[config.mk]
export PLATFORM = sky130hd
export DESIGN_NAME = clb_cfg_loader
export DESIGN_NICKNAME = d
export VERILOG_FILES = /design/src/rtl/clb_cfg_loader.sv
export SDC_FILE = /design/constraint.sdc
export NUM_CORES = 1
export LEC_CHECK = 0
export CORE_MARGIN = 3
export CORE_UTILIZATION = 63
export CTS_CLUSTER_DIAMETER = 40
export DETAILED_ROUTE_END_ITERATION = 10
export DONT_BUFFER_PORTS = 1
export PLACE_DENSITY = 0.76
export SYNTH_ARGS = -nofsm -noshare
export SYNTH_HDL_FRONTEND = slang
export SYNTH_SLANG_ARGS = --single-unit
export TNS_END_PERCENT = 5
[constraint.sdc]
create_clock -name K -period 2.7 [get_ports K]
set_input_delay 0.675 -clock K [delete_from_list [all_inputs] [get_ports K]]
set_output_delay 0.675 -clock K [all_outputs]
set_load 0.03 [all_outputs]
[src/rtl/clb_cfg_loader.sv]
// -----------------------------------------------------------------------------
// clb_cfg_loader
// Serial configuration loader for an array of CLBs. A bitstream arrives one
// bit per DEN-qualified cycle, MSB first:
//   sync pattern 0010 (any leading 1s) | N (NFRM_W bits) | N frames
// Each frame carries 37 configuration bits (plus one even-parity bit when
// CFG_PARITY_EN is defined). Every frame is written to the target through a
// CFG_WE/CFG_RDY handshake at CFG_ADDR = 0 .. N-1.
//
// Optional feature macro: CFG_PARITY_EN (38-bit frames, even parity checked).
//
// Ports:
//   K        in   clock, rising edge
//   RSTN     in   asynchronous active-low reset
//   DIN      in   serial bitstream, MSB first
//   DEN      in   DIN valid this cycle
//   CFG_RDY  in   target accepts a word
//   CFG_WE   out  configuration write strobe
//   CFG_ADDR out  target CLB index (NFRM_W bits)
//   CFG_DATA out  37-bit frame: mem[15:0], comboption[1:0], mux2..6select,
//                 o2m1_0, o2m2_0, o2m3_0, o2m1_1, o2m2_1, o2m3_1, DQmux1,
//                 DQmux2, floporlatch
//   BUSY     out  source must hold DEN low (WRITE, DONE, ERROR)
//   DONE     out  all frames written (sticky until reset)
//   ERR      out  parity or overrun error (sticky until reset)
// -----------------------------------------------------------------------------
module clb_cfg_loader #(
    parameter int NFRM_W = 8
) (
    input  logic              K,
    input  logic              RSTN,
    input  logic              DIN,
    input  logic              DEN,
    input  logic              CFG_RDY,
    output logic              CFG_WE,
    output logic [NFRM_W-1:0] CFG_ADDR,
    output logic [36:0]       CFG_DATA,
    output logic              BUSY,
    output logic              DONE,
    output logic              ERR
);

`ifdef CFG_PARITY_EN
    localparam int FLEN = 38;
`else
    localparam int FLEN = 37;
`endif
    localparam int CNT_W = 8;
    localparam logic [CNT_W-1:0] HDR_LAST = CNT_W'(NFRM_W - 1);
    localparam logic [CNT_W-1:0] FRM_LAST = CNT_W'(FLEN - 1);

    typedef enum logic [2:0] {
        ST_IDLE  = 3'd0,
        ST_HDR   = 3'd1,
        ST_FRAME = 3'd2,
        ST_WRITE = 3'd3,
        ST_DONE  = 3'd4,
        ST_ERROR = 3'd5
    } state_t;

`ifdef CFG_PARITY_EN
    // Even parity over the whole 38-bit frame: XOR of all bits must be zero.
    function automatic logic even_parity_ok(input logic [37:0] f);
        even_parity_ok = ~(^f);
    endfunction
`endif

    state_t              state_r;
    logic [3:0]          win_r;
    logic [CNT_W-1:0]    cnt_r;
    logic [NFRM_W-1:0]   nfrm_r;
    logic [FLEN-2:0]     shift_r;   // earlier bits of the current frame
    logic [NFRM_W-1:0]   addr_r;
    logic [36:0]         data_r;
    logic                we_r;
    logic                busy_r;
    logic                done_r;
    logic                err_r;

    logic [3:0]          win_next_s;
    logic [NFRM_W-1:0]   hdr_next_s;
    logic [FLEN-1:0]     frame_s;
    logic [36:0]         frame_data_s;
    logic [NFRM_W-1:0]   addr_inc_s;

    // Next-value views of the shift structures including the current DIN bit.
    always_comb begin
        win_next_s = {win_r[2:0], DIN};
        hdr_next_s = {nfrm_r[NFRM_W-2:0], DIN};
        frame_s    = {shift_r, DIN};
`ifdef CFG_PARITY_EN
        frame_data_s = frame_s[37:1];
`else
        frame_data_s = frame_s;
`endif
        addr_inc_s = addr_r + {{(NFRM_W-1){1'b0}}, 1'b1};
    end

    // Loader state machine with registered outputs.
    always_ff @(posedge K or negedge RSTN) begin
        if (!RSTN) begin
            state_r <= ST_IDLE;
            win_r   <= 4'b0000;
            cnt_r   <= {CNT_W{1'b0}};
            nfrm_r  <= {NFRM_W{1'b0}};
            shift_r <= {(FLEN-1){1'b0}};
            addr_r  <= {NFRM_W{1'b0}};
            data_r  <= 37'd0;
            we_r    <= 1'b0;
            busy_r  <= 1'b0;
            done_r  <= 1'b0;
            err_r   <= 1'b0;
        end else begin
            case (state_r)
                ST_IDLE: begin
                    if (DEN) begin
                        win_r <= win_next_s;
                        if (win_next_s == 4'b0010) begin
                            state_r <= ST_HDR;
                            cnt_r   <= {CNT_W{1'b0}};
                        end
                    end
                end
                ST_HDR: begin
                    if (DEN) begin
                        nfrm_r <= hdr_next_s;
                        cnt_r  <= cnt_r + 8'd1;
                        if (cnt_r == HDR_LAST) begin
                            cnt_r <= {CNT_W{1'b0}};
                            if (hdr_next_s == {NFRM_W{1'b0}}) begin
                                state_r <= ST_DONE;
                                done_r  <= 1'b1;
                                busy_r  <= 1'b1;
                            end else begin
                                state_r <= ST_FRAME;
                                addr_r  <= {NFRM_W{1'b0}};
                            end
                        end
                    end
                end
                ST_FRAME: begin
                    if (DEN) begin
                        shift_r <= frame_s[FLEN-2:0];
                        cnt_r   <= cnt_r + 8'd1;
                        if (cnt_r == FRM_LAST) begin
                            cnt_r <= {CNT_W{1'b0}};
`ifdef CFG_PARITY_EN
                            if (!even_parity_ok(frame_s)) begin
                                state_r <= ST_ERROR;
                                err_r   <= 1'b1;
                                busy_r  <= 1'b1;
                            end else begin
                                state_r <= ST_WRITE;
                                data_r  <= frame_data_s;
                                we_r    <= 1'b1;
                                busy_r  <= 1'b1;
                            end
`else
                            state_r <= ST_WRITE;
                            data_r  <= frame_data_s;
                            we_r    <= 1'b1;
                            busy_r  <= 1'b1;
`endif
                        end
                    end
                end
                ST_WRITE: begin
                    // Overrun wins over a coincident handshake in the state
                    // machine: the frame is abandoned and the loader locks up.
                    if (DEN) begin
                        state_r <= ST_ERROR;
                        we_r    <= 1'b0;
                        err_r   <= 1'b1;
                    end else if (CFG_RDY) begin
                        we_r   <= 1'b0;
                        addr_r <= addr_inc_s;
                        if (addr_inc_s == nfrm_r) begin
                            state_r <= ST_DONE;
                            done_r  <= 1'b1;
                        end else begin
                            state_r <= ST_FRAME;
                            busy_r  <= 1'b0;
                        end
                    end
                end
                ST_DONE: begin
                    state_r <= ST_DONE;
                end
                ST_ERROR: begin
                    state_r <= ST_ERROR;
                end
                default: begin
                    state_r <= ST_IDLE;
                    we_r    <= 1'b0;
                    busy_r  <= 1'b0;
                    done_r  <= 1'b0;
                    err_r   <= 1'b0;
                end
            endcase
        end
    end

    assign CFG_WE   = we_r;
    assign CFG_ADDR = addr_r;
    assign CFG_DATA = data_r;
    assign BUSY     = busy_r;
    assign DONE     = done_r;
    assign ERR      = err_r;

endmodule

Yosys cells after proc, flatten, opt, wreduce, memory -nomap -nowiden
Index checks and enable logic that the tools add are counted.
{"block": "totals", "inputBits": 5, "register_bits": 107, "word_cells": 101, "output_inout_bits": 49}
{"block": "op_classes", "muxes": 42, "add_sub_neg": 2, "n_reduce_logical": 19, "bitwise_logic": 4, "eq_ne": 23}
{"cell": "$mux 8", "n": 11}
{"cell": "$mux 3", "n": 10}
{"cell": "$ne 2x2->1 const B", "n": 13}
{"cell": "$pmux 8 s3", "n": 1}
{"cell": "$pmux 3 s6", "n": 1}
{"cell": "$add 8x1->8 const B", "n": 2}
{"cell": "$pmux 8 s2", "n": 1}
{"cell": "$mux 1", "n": 14}
{"cell": "$reduce_and 7->1", "n": 2}
{"cell": "$reduce_and 9->1", "n": 1}
{"cell": "$eq 8x3->1 const B", "n": 1}
{"cell": "$eq 8x6->1 const B", "n": 1}
{"cell": "$eq 8x8->1", "n": 1}
{"cell": "$logic_not 8->1", "n": 1}
{"cell": "$reduce_and 2->1", "n": 4}
{"cell": "$reduce_or 4->1", "n": 2}
{"cell": "$eq 3x2->1 const B", "n": 2}
{"cell": "$eq 3x3->1 const B", "n": 2}
{"cell": "$pmux 1 s3", "n": 2}
{"cell": "$reduce_and 6->1", "n": 1}
{"cell": "$reduce_and 5->1", "n": 1}
{"cell": "$reduce_or 5->1", "n": 1}
{"cell": "$eq 4x2->1 const B", "n": 1}
{"cell": "$not 1->1", "n": 4}
{"cell": "other kinds (10)", "n": 10}

Logic depth before layout (Yosys ltp)
{"block": "logic_depth", "word_depth": 6, "ltp_mapped": 9, "mapped_depth_nobuf": 8}

Least setup slack after synthesis
Ideal clock, no wire load.
{"block": "synth_path", "path_type": "register to register", "start": "reg addr_r[0], in the netlist CFG_ADDR[0]", "end": "reg done_r, in the netlist DONE", "stages_incl_launch_ff": 8, "t_arrival_ps": 2175, "path_slack_ps": 461, "required_time_ps": 2636, "setup_ps": 64, "n_path_buf": 0, "synth_period_minus_slack_ps": 2239, "path_cell_list": "dfrtp_1 ha_1 nand3_1 or3_1 a221oi_1 nand2_1 nor4_1 or3_1"}
{"block": "synth_between", "elab_chain_len": 4}
{"item": "start: declaration", "line": "73", "rtl": "logic [NFRM_W-1:0] addr_r;"}
{"item": "start signal: assignment", "line": "107", "rtl": "addr_r <= {NFRM_W{1'b0}};"}
{"item": "start signal: assignment", "line": "136", "rtl": "addr_r <= {NFRM_W{1'b0}};"}
{"item": "start signal: assignment", "line": "176", "rtl": "addr_r <= addr_inc_s;"}
{"item": "$add 8x1->8", "line": "96", "rtl": "addr_inc_s = addr_r + {{(NFRM_W-1){1'b0}}, 1'b1};"}
{"item": "$eq 8x8->1", "line": "177", "rtl": "if (addr_inc_s == nfrm_r) begin"}
{"item": "$ne 2x2->1 (no source line)"}
{"item": "$reduce_and 7->1 (no source line)"}
{"item": "end signal: assignment", "line": "111", "rtl": "done_r <= 1'b0;"}
{"item": "end signal: assignment", "line": "179", "rtl": "done_r <= 1'b1;"}
{"item": "end signal: assignment", "line": "196", "rtl": "done_r <= 1'b0;"}
{"item": "end: declaration", "line": "77", "rtl": "logic done_r;"}
No other way between the ends.
A chain may end at the register's enable or synchronous reset.

Final worst setup path
{"block": "layout_path", "start": "reg addr_r[1], in the netlist CFG_ADDR[1]", "end": "reg done_r, in the netlist DONE"}
The elaborated chain is that of the path after synthesis.

==> metrics.txt <==
Max-cap violations=0; reg2reg end=DONE; main combinational cell family by area after synthesis=multiplexers; Final Setup Violations=0; CTS resizes=0; CP required=3.01 ns; Longest Clk Path Bufs=2; Post-Synth XOR/XNOR Area=1.48%; register area share after synthesis=56.4%; nets=approximately 400; core area=around 7300 µm²; Synth Area in Adders=0.791%; Slew @ Worst Pin=about 0.7 ns; R2R depth=7; synthesized cell area=4750 µm²; top-level port count=54; Peak Freq=~0.43 GHz; PortBufs=0; Final Non-Filler Cells=489; vias in the first global route=2972; share of cells above drive strength 1=approximately a third; post-synthesis register bit count=between 100 and 150; syn_nets=388; final wirelength=8350 µm; Final Hold Fails=24; final setup TNS=0 ns; Slew Limit Fails=0; Period Utilization, post-route=between 80% and 90%; Slew Limit Headroom=54.4%; Crit-path slowest cell=or3_1; initial core utilization=65.1%; GRT Overall Usage=21.0%; met2 Track Usage GR=33.2%; status=complete, but fails checks; Placed Cells=473; Die Height=approximately 93 µm; pwr dens=783 nW/µm²; FP Rows=31; routability cong.=0.857; YS warnings=0; initial antenna violation count=0; H-tree Lvls=3; Post-synth EDFFs=0; Simple-Gate Fraction of Synth Area=11.4%; total CTS buffers=9; RSZ-0062 raised after global routing=false; DRC viols=0; Syn Inst Count=380; First-pass DRT Iterations=4; Horiz. Die Dim=92.8 µm; Avg Cell Area, Syn=12.5 µm²; crit path buf inv count=0; DR vias/cell=5.94; Worst R2R Setup Slack=roughly 0.36 ns; crit path time final=2.34 ns; worst r2r src=CFG_ADDR[1]; largest net degree at the start of global routing=108; met3 Track Usage GR=6.09%; Crit Path Category=reg -> reg; delay of the slowest cell on the worst path=between 0.4 and 0.5 ns; GRT Max-Usage Layer=met2; hold slack=-0.0133 ns; die area=8610 µm²; CP Launch Type=register; CTS tree=built; DR vias=2907; Routed WL per cell=17.1 µm; predominant post-synthesis flop cell=dfrtp_1; CP endpoint kind=register; failing checks=negative hold slack; Top delay family on crit path=simple AND/OR/NAND/NOR gates; first-pass GRT wire length=14300 µm; P_leak=roughly 0.0024 µW; fin util=about 70%; crit path DAT=2.65 ns; HP Class=in -> async; asr flop ratio synth=100%; clock sink count=107; crit path max fanout=7; Worst VDD drop=roughly 0.00058 V; Distinct cells, synth=about 50; most frequent cell on the critical path=or3_1; Clk pin slew, worst setup/hold paths=about 0.1 ns; Antenna Cells=0; hpwl dp=approximately 5600 µm; initial DRC count=173; Post-CTS Setup Bufs=0; crit path cell chain=ha_1 -> nand3_1 -> or3_1 -> a221oi_1 -> nand2_1 -> nor4_1 -> or3_1; Root Buffer=clkbuf_8; met1 Track Usage GR=27.9%; mux contribution to synthesized area=between 20 and 25%; Post-Route Skew=0.0116 ns; total gr overflow=0; compound-cell area share of the yosys netlist=between 7 and 8%; antenna viol nets, final=0; clk_lat worst skew=0.37 ns; synthesis-to-layout area growth=7.62%
[worst max-delay path by stage]
stage / start / to / slack [ns] / cells after the start
after floorplan: CFG_ADDR[0] / DONE / 0.46 / 7
after CTS: CFG_ADDR[1] / DONE / 0.39 / 7
after global placement: cnt_r[3] / state_r[2] / 0.51 / 6
after detailed placement: CFG_ADDR[5] / DONE / 0.43 / 6
final: CFG_ADDR[1] / DONE / 0.36 / 7
after global routing: CFG_ADDR[1] / DONE / 0.14 / 7
[Yosys cell counts (3+ instances only)]
cell type / instances / area share [%]
dfrtp_1: 107 / 56
mux2_2: 84 / 20
nand2_1: 25 / 2.0
o21ai_0: 22 / 2.3
nor2_1: 17 / 1.3
clkbuf_1: 13 / 1.0
nand3_1: 10 / 1.1
o31ai_1: 8 / 1.3
nor3_1: 7 / 0.74
inv_1: 6 / 0.47
nor4_1: 6 / 0.79
xnor2_1: 6 / 1.1
a31oi_1: 5 / 0.66
and3_1: 4 / 0.53
nand2b_1: 4 / 0.53
nor2b_1: 4 / 0.53
or3_1: 4 / 0.53
a21oi_1: 3 / 0.32
buf_2: 3 / 0.32
ha_1: 3 / 0.79
[logic make-up (layout without fill, tap and decap cells)]
| group | Yosys count | after routing |
|---|---|---|
| simple gates | 99 | 99 |
| mux | 85 | 85 |
| fa+ha+maj | 3 | 3 |
| flops | 107 | 107 |
| xor+xnor | 8 | 8 |
| compound gates | 54 | 54 |
| buf+inv | 24 | 34 |
[registers in the layout, summed over array words and instances, names as in the netlist, 3 cells and up]
name,cells
CFG_DATA,37
shift_r,36
CFG_ADDR,8
cnt_r,8
nfrm_r,8
state_r,3
win_r,3
[per-stage QoR]
step,instance area (µm²),worst slack (ns),hold WS [ns],total power [µW]
final,5110,0.364,-0.0133,4000
after global routing,5110,0.139,-0.0363,4220
after CTS,5110,0.391,-0.0314,4040
after detailed placement,4900,0.425,0.382,3010
after global placement,4900,0.514,0.382,2970
after floorplan,4750,0.461,0.379,2800
[cell type report]
cell class | instances | area [µm²]
Sequential cell | 107 | 2680
Multi-Input combinational cell | 249 | 1980
Clock inverter | 6 | 81.3
Tap cell | 99 | 124
Timing Repair Buffer | 12 | 90.1
Clock buffer | 10 | 128
Inverter | 6 | 22.5
Fill cell | 550 | 2180
[layer usage]
metal | vias up | routed length, µm
li1 | 1377 | -
met1 | 1459 | 3810
met2 | 62 | 3970
met3 | 9 | 445
met4 | 0 | 127
met5 | - | 0
[worst register-to-register path: stages, from the launching register on]
cell,delay [ns]
dfrtp_1,0.40
ha_1,0.29
nand3_1,0.19
or3_1,0.41
a221oi_1,0.38
nand2_1,0.18
nor4_1,0.29
or3_1,0.15
[power by group]
group / switching (µW) / internal, µW / total, µW / leakage, µW
clock network: 561 / 454 / 1010 / 0.000107
registers: 256 / 1790 / 2050 / 0.00146
logic: 490 / 446 / 936 / 0.000843
total: 1310 / 2690 / 4000 / 0.00241
[placed cells by master (no fill, tap or decap), types with 2 or more instances in the layout]
master,count
a21oi_1,3
a31oi_1,5
and2_1,2
and3_1,4
buf_4,12
clkbuf_8,9
dfrtp_1,107
ha_1,3
inv_1,6
inv_8,3
mux2_2,84
nand2_1,24
nand2_2,2
nand2b_1,4
nand3_1,10
nand3b_1,2
nor2_1,16
nor2b_1,4
nor3_1,7
nor3_2,2
nor3b_1,2
nor4_1,6
o21ai_0,22
o31ai_1,8
o41ai_1,2
or2_2,2
or3_1,4
xnor2_1,6
xor2_1,2
(Power assumes the default switching activity.)
